<file path="config.mk">
export PLATFORM = sky130hd
export DESIGN_NAME = satd_abs_accumulator
export DESIGN_NICKNAME = d
export VERILOG_FILES = /design/src/rtl/satd_abs_accumulator.sv
export SDC_FILE = /design/constraint.sdc
export NUM_CORES = 1
export LEC_CHECK = 0
export ABC_AREA = 1
export CORE_MARGIN = 8
export CORE_UTILIZATION = 30
export CTS_CLUSTER_DIAMETER = 80
export CTS_CLUSTER_SIZE = 30
export DETAILED_ROUTE_END_ITERATION = 12
export SETUP_SLACK_MARGIN = 0.02
export SYNTH_ARGS = -nofsm -noshare
export SYNTH_HDL_FRONTEND = slang
export SYNTH_SLANG_ARGS = --single-unit
</file>
<file path="constraint.sdc">
create_clock -name clk -period 4.2 [get_ports clk]
set_input_delay 0.84 -clock clk [delete_from_list [all_inputs] [get_ports clk]]
set_output_delay 0.84 -clock clk [all_outputs]
set_load 0.01 [all_outputs]
</file>
<file path="src/rtl/satd_abs_accumulator.sv">
// SATD accumulator: takes rows of four signed vertical-Hadamard coefficients, sums their magnitudes
// over a 4x4 block and reports the block SATD. Define SATD_HALVE_EN to report the rounded half instead.
module satd_abs_accumulator #(
  parameter int COEF_W = 13,
  parameter int ACC_W  = 17
) (
  input  logic                  clk,
  input  logic                  reset,
  input  logic                  enable_absolute,
  input  logic                  enable_sum,
  input  logic                  end_sum_flag,
  input  logic [4*COEF_W-1:0]   coef_in,
  output logic [ACC_W-1:0]      satd_out,
  output logic                  satd_valid,
  output logic                  row_error,
  output logic                  busy
);

  typedef enum logic [1:0] {
    IDLE  = 2'd0,
    ACCUM = 2'd1,
    DONE  = 2'd2
  } state_t;

  state_t              r_state;
  state_t              w_next_state;

  logic [COEF_W-1:0]   r_abs [4];
  logic                r_abs_valid;
  logic [ACC_W-1:0]    r_acc;
  logic [2:0]          r_row_cnt;
  logic                r_extra_row;
  logic [ACC_W-1:0]    r_satd_out;
  logic                r_satd_valid;
  logic                r_row_error;

  logic [COEF_W+1:0]   w_row_sum;
  logic                w_row_in;
  logic                w_accept;
  logic                w_extra;
  logic [ACC_W-1:0]    w_result;

  // The most negative coefficient negates to 2^(COEF_W-1), which still fits as an unsigned COEF_W value.
  function automatic logic [COEF_W-1:0] abs_coef(input logic [COEF_W-1:0] c);
    return c[COEF_W-1] ? (~c + COEF_W'(1)) : c;
  endfunction

  // Stage A: register the magnitudes of the incoming row.
  // NOTE: sequential state is always assigned with <= so every register samples pre-edge values.
  always_ff @(posedge clk) begin
    if (reset) begin
      r_abs_valid <= 1'b0;
      // NOTE: only four small registers, so clearing them costs nothing and keeps reset state fully defined.
      for (int i = 0; i < 4; i++) r_abs[i] <= '0;
    end else begin
      r_abs_valid <= enable_absolute;
      if (enable_absolute) begin
        for (int i = 0; i < 4; i++) r_abs[i] <= abs_coef(coef_in[i*COEF_W +: COEF_W]);
      end
    end
  end

  assign w_row_sum = (COEF_W+2)'(r_abs[0]) + (COEF_W+2)'(r_abs[1])
                   + (COEF_W+2)'(r_abs[2]) + (COEF_W+2)'(r_abs[3]);
  assign w_row_in  = r_abs_valid & enable_sum;
  assign w_accept  = w_row_in & (r_row_cnt < 3'd4);
  assign w_extra   = w_row_in & (r_row_cnt == 3'd4);

`ifdef SATD_HALVE_EN
  assign w_result = ACC_W'(({1'b0, r_acc} + (ACC_W+1)'(1)) >> 1);
`else
  assign w_result = r_acc;
`endif

  // NOTE: every variable driven here gets a default first, so no path can infer a latch.
  always_comb begin
    w_next_state = r_state;
    unique case (r_state)
      IDLE:    if (w_accept) w_next_state = ACCUM;
      ACCUM:   if (end_sum_flag && !r_abs_valid) w_next_state = DONE;
      // A row arriving during DONE opens the next block immediately.
      DONE:    w_next_state = w_row_in ? ACCUM : IDLE;
      default: w_next_state = IDLE;
    endcase
  end

  // Stage B and block close-out.
  always_ff @(posedge clk) begin
    if (reset) begin
      r_state      <= IDLE;
      r_acc        <= '0;
      r_row_cnt    <= '0;
      r_extra_row  <= 1'b0;
      r_satd_out   <= '0;
      r_satd_valid <= 1'b0;
      r_row_error  <= 1'b0;
    end else begin
      r_state      <= w_next_state;
      r_satd_valid <= 1'b0;
      r_row_error  <= 1'b0;
      if (r_state == DONE) begin
        r_satd_out   <= w_result;
        r_satd_valid <= 1'b1;
        r_row_error  <= (r_row_cnt != 3'd4) | r_extra_row;
        r_extra_row  <= 1'b0;
        if (w_row_in) begin
          r_acc     <= ACC_W'(w_row_sum);
          r_row_cnt <= 3'd1;
        end else begin
          r_acc     <= '0;
          r_row_cnt <= '0;
        end
      end else begin
        if (w_accept) begin
          r_acc     <= r_acc + ACC_W'(w_row_sum);
          r_row_cnt <= r_row_cnt + 3'd1;
        end
        if (w_extra) r_extra_row <= 1'b1;
      end
    end
  end

  assign satd_out   = r_satd_out;
  assign satd_valid = r_satd_valid;
  assign row_error  = r_row_error;
  assign busy       = (r_state != IDLE);

endmodule

</file>
==> results of run 1 <==
-- placed cells by master, fill, tap and decap left out, drive strengths merged, types with 2 or more instances in the layout --
cell type,count
xor2,5
inv,210
or2,6
nor3,18
edfxtp,52
buf,6
a22oi,2
nor2,89
nand3b,2
bufinv,2
and3,5
ha,37
nand4,10
o21ai,61
and2,8
fa,27
a31oi,5
nand3,63
nor4,3
clkinv,2
dfxtp,43
nand2,188
a22o,14
clkbuf,10
a21oi,74
clkdlybuf4s50,76
-- cells in the mapped netlist, types with 14 or more instances --
master	instances	area (um^2)
ha_1	37	463
nand2_1	183	687
edfxtp_1	52	1560
dfxtp_1	43	861
a21oi_1	72	360
o21ai_0	54	270
fa_1	27	541
nor3_1	16	80.1
nor2_1	81	304
nand3_1	59	295
inv_1	204	766
a22o_1	14	123
-- worst min-delay path, cell delays in order (launching register included) --
cell	delay (ns)
dfxtp_1	0.32
nand2_1	0.05
o21ai_0	0.06
-- metrics by stage --
step	power, mW	cell area [um^2]	hold WS, ns	TNS, ns
floorplan	2.56	7030	0.435	0
global placement	3.00	8120	0.441	0
detailed placement	3.01	8120	0.457	0
CTS	3.92	8440	0.470	0
global route	4.42	8550	0.484	-0.00213
finish	4.07	8550	0.466	0
-- timing repair --
| item | CTS | global route |
|---|---|---|
| hold endpoints to repair | 0 | 0 |
| buffers inserted | 0 | 3 |
| setup endpoints to repair | 0 | 10 |
| resized for setup | 0 | 28 |
-- area by class of cell --
cell class | count | area, um^2
clock buffer | 10 | 229
multi-input combinational | 621 | 3800
timing repair buffer | 82 | 818
tap | 319 | 399
inverter | 209 | 787
sequential | 95 | 2420
clock inverter | 6 | 91.3
fill | 2438 | 14700
-- report_power, final --
group | switching, mW | internal [mW]
clock | 0.378 | 0.526
sequential | 0.0264 | 1.04
combinational | 1.30 | 0.798
total | 1.70 | 2.37
-- flip-flops by register name, summed over array words and instances (netlist names) --
name,count
r_abs,52
satd_out,17
r_state,2
r_extra_row,1
row_error,1
satd_valid,1
r_row_cnt,3
r_abs_valid,1
r_acc,17
-- how the worst max path moves through the flow --
stage,end,startpoint
finish,r_acc[16],r_abs[2][1]
global route,r_acc[16],r_abs[2][1]
CTS,r_acc[13],r_abs[2][1]
detailed placement,r_acc[13],r_abs[2][1]
global placement,r_acc[16],r_abs[2][1]
floorplan,r_acc[13],r_abs[2][1]
-- cells by family after synthesis --
| family | count (synthesis) | share of synthesized area [%] |
|---|---|---|
| adders and majority gates | 64 | 14.3 |
| xor gates and xnor gates | 5 | 0.837 |
| DFF | 95 | 34.5 |
| AOI/OAI and AO/OA | 160 | 12.7 |
| and+or+nand+nor | 392 | 25.0 |
| buffers and inverters | 226 | 12.8 |
-- metal layers --
layer	vias to the layer above	share of wire (%)
li1	3175	-
met1	2683	47
met2	142	46
met3	16	5.5
met4	0	1.1
met5	-	0
==> impl_metrics.toml, run 1 <==
[worst_setup_path]
path_class = "reg2reg"
crit_path_frequent_cell = "nand2_1"
slowest_delay_ns = 0.51
cp_num_cells = 25
reg2regPathDepth = 25
crit_family = "adder cells"
required_ns = 4.50
cp.arrival_ns = 4.24
path_max_fanout = 4
cp_num_buf_inv = 3
slowest_stage = "fa_1"
r2r_start = "r_abs[2][1]"
setup.worst_path.end_class = "flip-flop"
reg2reg_slack_ns = 0.26
start_kind = "flip-flop"
timing.rr.end = "r_acc[16]"

[timing]
tightest_slew_ns = 0.891
setup_violations = 0
max_clock_freq_mhz = 254
skew_ns = 0.00808
drv_slew = 0
worst_slack_ns = 0.262
period_minus_slack_ns = 3.94
rsz0062_at_grt = "yes"
slew-limit-headroom_pct = 40.5
report.final.hold_viol_count = 0
period_share_pct = 93.8

[synth]
syn-cell-area_um2 = 7030
ys_async_sr_fraction_pct = 0
synth_nets = 1063
synth-edff-count = 52
synth-seq-cells = 95
postSynthAreaPerCell_um2 = 7.46
yosysUniqueCellTypes = 45
synthCells = 942
ys_warn_count = 0
ys.flop_type = "edfxtp_1"
synth_seq_area_share_pct = 34.5

[die]
die_w_um = 169
die_h_um = 169
pin_count = 77
coreArea_um2 = 23300
start_util_pct = 30.2
row_count = 56
die-area_um2 = 28600

[grt]
grt_pass1_vias = 5718
busiest_layer = "met2"
antenna_found_initial = 0
grtUsageMet3_pct = 3.24
grt_use_met2_pct = 20.4
grt_pass1_wl_um = 27700
gr-total-overflow = 0
grt_max_degree = 42
grt.total_usage_pct = 12.2
use_met1_pct = 15.4

[status]
status = "finished clean"

[route]
drt_iter0_markers = 309
drt_pass1_iterations = 5
wl_per_cell_um = 12.9
antenna_left = 0
drc = 0
wirelength_um = 17300
vias = 6016
vias_per_cell = 4.48

[finish]
drive_gt1_share_pct = 7.82
finalNonFillerCells = 1342
area.growth.synth_to_final_pct = 21.7
fin_nets = 1139
antennaDiodeCount = 0
utilization_pct = 36.8

[clock_tree]
cts_max_level = 3
clk_pin_slew_ns = 0.06
cts_tree = "done"
holdBufCountCts = 0
numCtsBuffers = 9
cts_max_path_buffers = 2
cts_sinks = 95
clk_latency_ns = 0.36
root_buffer = "clkbuf_16"

[hold_path]
min_from = "satd_out[16]"
hp-class = "reg2reg"
holdPathStages = 2
worstHoldEndpoint = "satd_out[16]"

[place]
place_congestion = 0.913
post-place-ws_ns = 0.0616
placed_cells = 1323
dpl.hpwl_um = 13800
port_buffers = 76

[pwr]
power.density_nw_per_um2 = 476
ir_worst_vdd_v = 0.000249
total_leakage_power_nw = 3.98

[flow_run]
maxCapViolations = 0
(Power assumes the default switching activity.)
==> run 2, diff against run 1 <==
--- a/config.mk
+++ b/config.mk
@@ -6,11 +6,12 @@
 export NUM_CORES = 1
 export LEC_CHECK = 0
 export ABC_AREA = 1
-export CORE_MARGIN = 8
+export CORE_MARGIN = 3
 export CORE_UTILIZATION = 30
 export CTS_CLUSTER_DIAMETER = 80
 export CTS_CLUSTER_SIZE = 30
 export DETAILED_ROUTE_END_ITERATION = 12
+export HOLD_SLACK_MARGIN = 0.15
 export SETUP_SLACK_MARGIN = 0.02
 export SYNTH_ARGS = -nofsm -noshare
 export SYNTH_HDL_FRONTEND = slang
==> run 2 against run 1 <==
  * Flip-flop and latch count did not move
  * Total power fell by 1.9%
  * Worst hold slack got worse by 0.00086 ns
  * Combinational power fell by 3%
  * Critical path type unchanged
  * Count of clock-buffer cells in the layout fell by 1
  * Via count fell by 0.47%
  * Critical path depth fell by 2
  * Global-route usage rose by 1.3 points
  * Largest power group unchanged
  * Design area fell by 0.41%
  * Core utilization rose by 0.52 points
  * Largest cell class unchanged
  * Wire length fell by 2.2%
==> impl_metrics.toml, run 2 (synthesis results as in run 1) <==
[clock_tree]
cts_max_level = 3
clk_latency_ns = 0.36
root_buffer = "clkbuf_16"
cts_max_path_buffers = 2
clk_pin_slew_ns = 0.06
numCtsBuffers = 9
cts_setup_buffers = 0
cts_sinks = 95
cts_tree = "done"

[route]
drc = 0
vias_per_cell = 4.49
vias = 5988
antenna_left = 0
wl_per_cell_um = 12.7
drt_iter0_markers = 280
wirelength_um = 17000
drt_pass1_iterations = 5

[finish]
largest-register = "r_abs"
area.growth.synth_to_final_pct = 21.2
fin_nets = 1137
antennaDiodeCount = 0
finalInstanceArea_um2 = 8520
largest_reg_flops = 52
final_cell_mix = "203 x inv_1, 178 x nand2_1, 78 x nor2_1, 76 x clkdlybuf4s50_1, 71 x a21oi_1"
drive_gt1_share_pct = 6.96
layout_commonest_cell = "inv_1"

[worst_setup_path]
cp.arrival_ns = 4.24
setup.worst_path.end_class = "flip-flop"
reg2regPathDepth = 23
start_kind = "flip-flop"
r2r_start = "r_abs[1][1]"
path_class = "reg2reg"
crit_start = "r_abs[1][1]"
path_max_fanout = 5
required_ns = 4.45

[timing]
setup_violations = 0
slew-limit-headroom_pct = 45.8
finalSetupTns_ns = 0
report.final.hold_viol_count = 0
period_minus_slack_ns = 3.98
skew_ns = 0.0111
drv_slew = 0
tightest_slew_ns = 0.812
max_clock_freq_mhz = 251
period_share_pct = 94.9

[grt]
gr-total-overflow = 0
grt_max_degree = 42
grt_pass1_vias = 5713
grt.total_usage_pct = 13.5
antenna_found_initial = 0
grt_pass1_wl_um = 27800

[die]
row_count = 55
pin_count = 77
die_w_um = 159
die_h_um = 159
die-area_um2 = 25300
start_util_pct = 30.8
coreArea_um2 = 22800

[hold_path]
holdPathStages = 2
min_from = "r_extra_row"
hp-class = "reg2reg"

[pwr]
power.density_nw_per_um2 = 468
ir_worst_vdd_v = 0.000234
total_leakage_power_nw = 3.97

[place]
placed_area_um2 = 8100
port_buffers = 76
place_congestion = 0.867
dpl.hpwl_um = 13600

[status]
status = "finished clean"

[flow_run]
maxCapViolations = 0
-- run 2: final cells by class --
| type | instances | area [um^2] |
|---|---|---|
| Fill cell | 2395 | 14300 |
| Multi-Input combinational cell | 621 | 3810 |
| Sequential cell | 95 | 2420 |
| Timing Repair Buffer | 80 | 791 |
| Inverter | 209 | 787 |
| Tap cell | 313 | 392 |
| Clock buffer | 9 | 225 |
| Clock inverter | 6 | 85.1 |
-- run 2: final timing paths --
| kind | endpoint | slack [ns] |
|---|---|---|
| setup / recovery | r_acc[13] | 0.22 |
| hold / removal | r_extra_row | 0.46 |
| setup reg to reg | r_acc[13] | 0.22 |
| hold reg to reg | r_extra_row | 0.46 |
-- run 2: timing repair --
action                     CTS  global route
setup endpoints to repair    0            10
hold buffers                 0             0
gates resized for setup      0            23
-- run 2: worst max-delay path, stage by stage, from the launching register on --
cell and delay [ns]:
edfxtp_1 0.33, inv_1 0.06, fa_1 0.50, fa_1 0.51, inv_1 0.06, ha_4 0.17
fa_2 0.39, nand3_2 0.11, nand3_4 0.09, nand2_1 0.08, nand2_1 0.06, or2_2 0.28
and2_4 0.15, ha_4 0.28, nand2_1 0.10, nor2_1 0.15, and2_1 0.14, nand2_1 0.07
nand2_1 0.07, nand2_1 0.05, nand3_1 0.07, nand3_1 0.06, nand2_1 0.07, inv_1 0.03
-- run 2: metrics by stage --
stage               worst slack (ns)  total power, mW  std cells  utilization (%)  hold WS [ns]
global route                -0.00118             4.35       1333             37.3         0.494
finish                         0.216             3.99       1333             37.3         0.465
global placement               0.147             2.98       1318             35.5         0.448
detailed placement            0.0713             3.00       1318             35.5         0.455
floorplan                      0.342             2.56        942                -         0.435
CTS                           0.0518             3.89       1333             36.8         0.464
-- run 2: per-layer routing --
layer  vias to the layer above  share of wire (%)  global-route usage, %  wire length [um]
li1                       3166                  -                      -                 -
met1                      2666                 47                   17.9              8020
met2                       137                 46                   22.0              7760
met3                        19                5.2                   3.17               880
met4                         0                1.7                   3.94               287
met5                         -                  0                      0                 0
-- run 2: report_power, final --
group          switching, mW  internal, mW
Sequential            0.0275          1.04
Combinational           1.26         0.780
Clock                  0.363         0.517
Total                   1.65          2.34
==> run 3, diff against run 2 <==
--- a/config.mk
+++ b/config.mk
@@ -11,6 +11,7 @@
 export CTS_CLUSTER_DIAMETER = 80
 export CTS_CLUSTER_SIZE = 30
 export DETAILED_ROUTE_END_ITERATION = 12
+export GPL_ROUTABILITY_DRIVEN = 0
 export HOLD_SLACK_MARGIN = 0.15
 export SETUP_SLACK_MARGIN = 0.02
 export SYNTH_ARGS = -nofsm -noshare
==> run 3 against run 2 <==
  * First-iteration DRC count decreased by 8.6%
  * Core utilization grew 0.29 points
  * Register-to-register slack better by 0.02 ns
  * Clock skew fell by 0.0025 ns
  * Worst hold slack lost 0.0057 ns
  * Sequential share of layout area is 0.22 points lower
  * Clock power fell by 0.9%
  * Global-route usage down 0.24 points
  * Setup slack improved by 0.023 ns
  * Sequential power is essentially flat
  * Non-clock buffer count rose by 5
  * Critical path type unchanged
  * Largest cell class unchanged
==> impl_metrics.toml, run 3 (synthesis results as in run 1) <==
[status]
status = "finished clean"

[clock_tree]
clk_latency_ns = 0.35
cts_max_path_buffers = 2
root_buffer = "clkbuf_16"
cts_sinks = 95
holdBufCountCts = 0
clk_pin_slew_ns = 0.06
cts_max_level = 3
numCtsBuffers = 9
cts_tree = "done"

[timing]
worst_slack_ns = 0.239
drv_slew = 0
skew_ns = 0.00854
max_clock_freq_mhz = 252
tightest_slew_ns = 0.816
period_share_pct = 94.3
report.final.hold_viol_count = 0
setup_violations = 0
slew-limit-headroom_pct = 45.5
rsz0062_at_grt = "yes"
finalSetupTns_ns = 0
period_minus_slack_ns = 3.96

[die]
die_w_um = 159
die-area_um2 = 25300
die_h_um = 159
start_util_pct = 30.8
coreArea_um2 = 22800
row_count = 55
pin_count = 77

[worst_setup_path]
start_kind = "flip-flop"
setup.worst_path.end_class = "flip-flop"
crit_path_frequent_cell = "nand2_1"
cp_num_buf_inv = 2
slowest_stage = "fa_1"
reg2regPathDepth = 22
path_max_fanout = 5
path_cells = "inv_1 -> fa_1 -> fa_1 -> inv_1 -> ha_4 -> fa_2 -> nand3_2 -> nand3_4 -> nand2_2 -> nand2_1 -> or2_2 -> and2_4 -> ha_4 -> nand2_1 -> nand2_2 -> a21oi_2 -> nor2_1 -> nor2_1 -> nand2_1 -> nand2_1 -> nand3_1 -> a21oi_2"
path_class = "reg2reg"
crit_family = "adder cells"
required_ns = 4.48
cp_num_cells = 22
cp.arrival_ns = 4.24
slowest_delay_ns = 0.51

[pwr]
total_leakage_power_nw = 3.98
power.density_nw_per_um2 = 472
ir_worst_vdd_v = 0.000255

[place]
port_buffers = 76
post-place-ws_ns = 0.0207
dpl.hpwl_um = 13500

[finish]
drive_gt1_share_pct = 8.49
largest-register = "r_abs"
fin_nets = 1142
antennaDiodeCount = 0
layout_commonest_cell = "inv_1"
largest_reg_flops = 52
area.growth.synth_to_final_pct = 22.1
final_cell_mix = "203 x inv_1, 175 x nand2_1, 77 x nor2_1, 76 x clkdlybuf4s50_1, 70 x a21oi_1"

[grt]
grtUsageMet3_pct = 2.76
grt.total_usage_pct = 13.3
gr-total-overflow = 0
use_met1_pct = 17.2
grt_pass1_wl_um = 27300
antenna_found_initial = 0
grt_use_met2_pct = 22.6
grt_pass1_vias = 5715
grt_max_degree = 42
busiest_layer = "met2"

[route]
drt_pass1_iterations = 5
drt_iter0_markers = 256
wirelength_um = 16800
wl_per_cell_um = 12.6
antenna_left = 0
drc = 0
vias = 6044
vias_per_cell = 4.52

[hold_path]
hp-class = "reg2reg"
holdPathStages = 2

[flow_run]
maxCapViolations = 0
-- run 3: what timing repair did --
| action | in CTS | in global routing |
|---|---|---|
| pin swaps | 0 | 10 |
| resized for setup | 1 | 34 |
| setup endpoints to repair | 1 | 10 |
| setup buffers | 0 | 5 |
-- run 3: cell type report --
cell class	count	area (um^2)
clock buffers	9	225
well taps	313	392
clock inverters	6	86.3
flip-flops and latches	95	2420
fillers	2409	14300
multi-input cells	621	3840
inverters	209	787
repair buffers	85	828
-- run 3: worst reg2reg max path, cell delays in order (launching register included) --
cell and delay [ns]:
edfxtp_1 0.36, inv_1 0.08, fa_1 0.44, fa_1 0.51
inv_1 0.06, ha_4 0.17, fa_2 0.39, nand3_2 0.09
nand3_4 0.09, nand2_2 0.07, nand2_1 0.05, or2_2 0.28
and2_4 0.15, ha_4 0.25, nand2_1 0.08, nand2_2 0.06
a21oi_2 0.17, nor2_1 0.08, nor2_1 0.14, nand2_1 0.07
nand2_1 0.05, nand3_1 0.08, a21oi_2 0.16
-- run 3: per-layer routing --
layer / share of wire, % / up-vias
li1: - / 3180
met1: 46 / 2674
met2: 46 / 169
met3: 6.1 / 21
met4: 2.0 / 0
met5: 0 / -
-- run 3: per-stage QoR --
step	std cells	hold WS [ns]	power (mW)	cell area, um^2	util [%]
global route	1338	0.484	4.44	8580	37.6
finish	1338	0.459	4.05	8580	37.6
global placement	1318	0.445	2.98	8100	35.5
detailed placement	1318	0.449	3.00	8100	35.5
CTS	1333	0.461	3.89	8420	36.8
floorplan	942	0.435	2.56	7030	-
-- run 3: power by group --
group / internal [mW] / switching [mW]
Clock: 0.517 / 0.355
Sequential: 1.04 / 0.0260
Combinational: 0.819 / 1.29
-- run 3: final timing paths --
check,to,slack (ns),startpoint
worst min-delay path,satd_out[16],0.46,satd_out[16]
worst max-delay path,r_acc[14],0.24,r_abs[1][1]
worst max register to register,r_acc[14],0.24,r_abs[1][1]
worst min register to register,satd_out[16],0.46,satd_out[16]
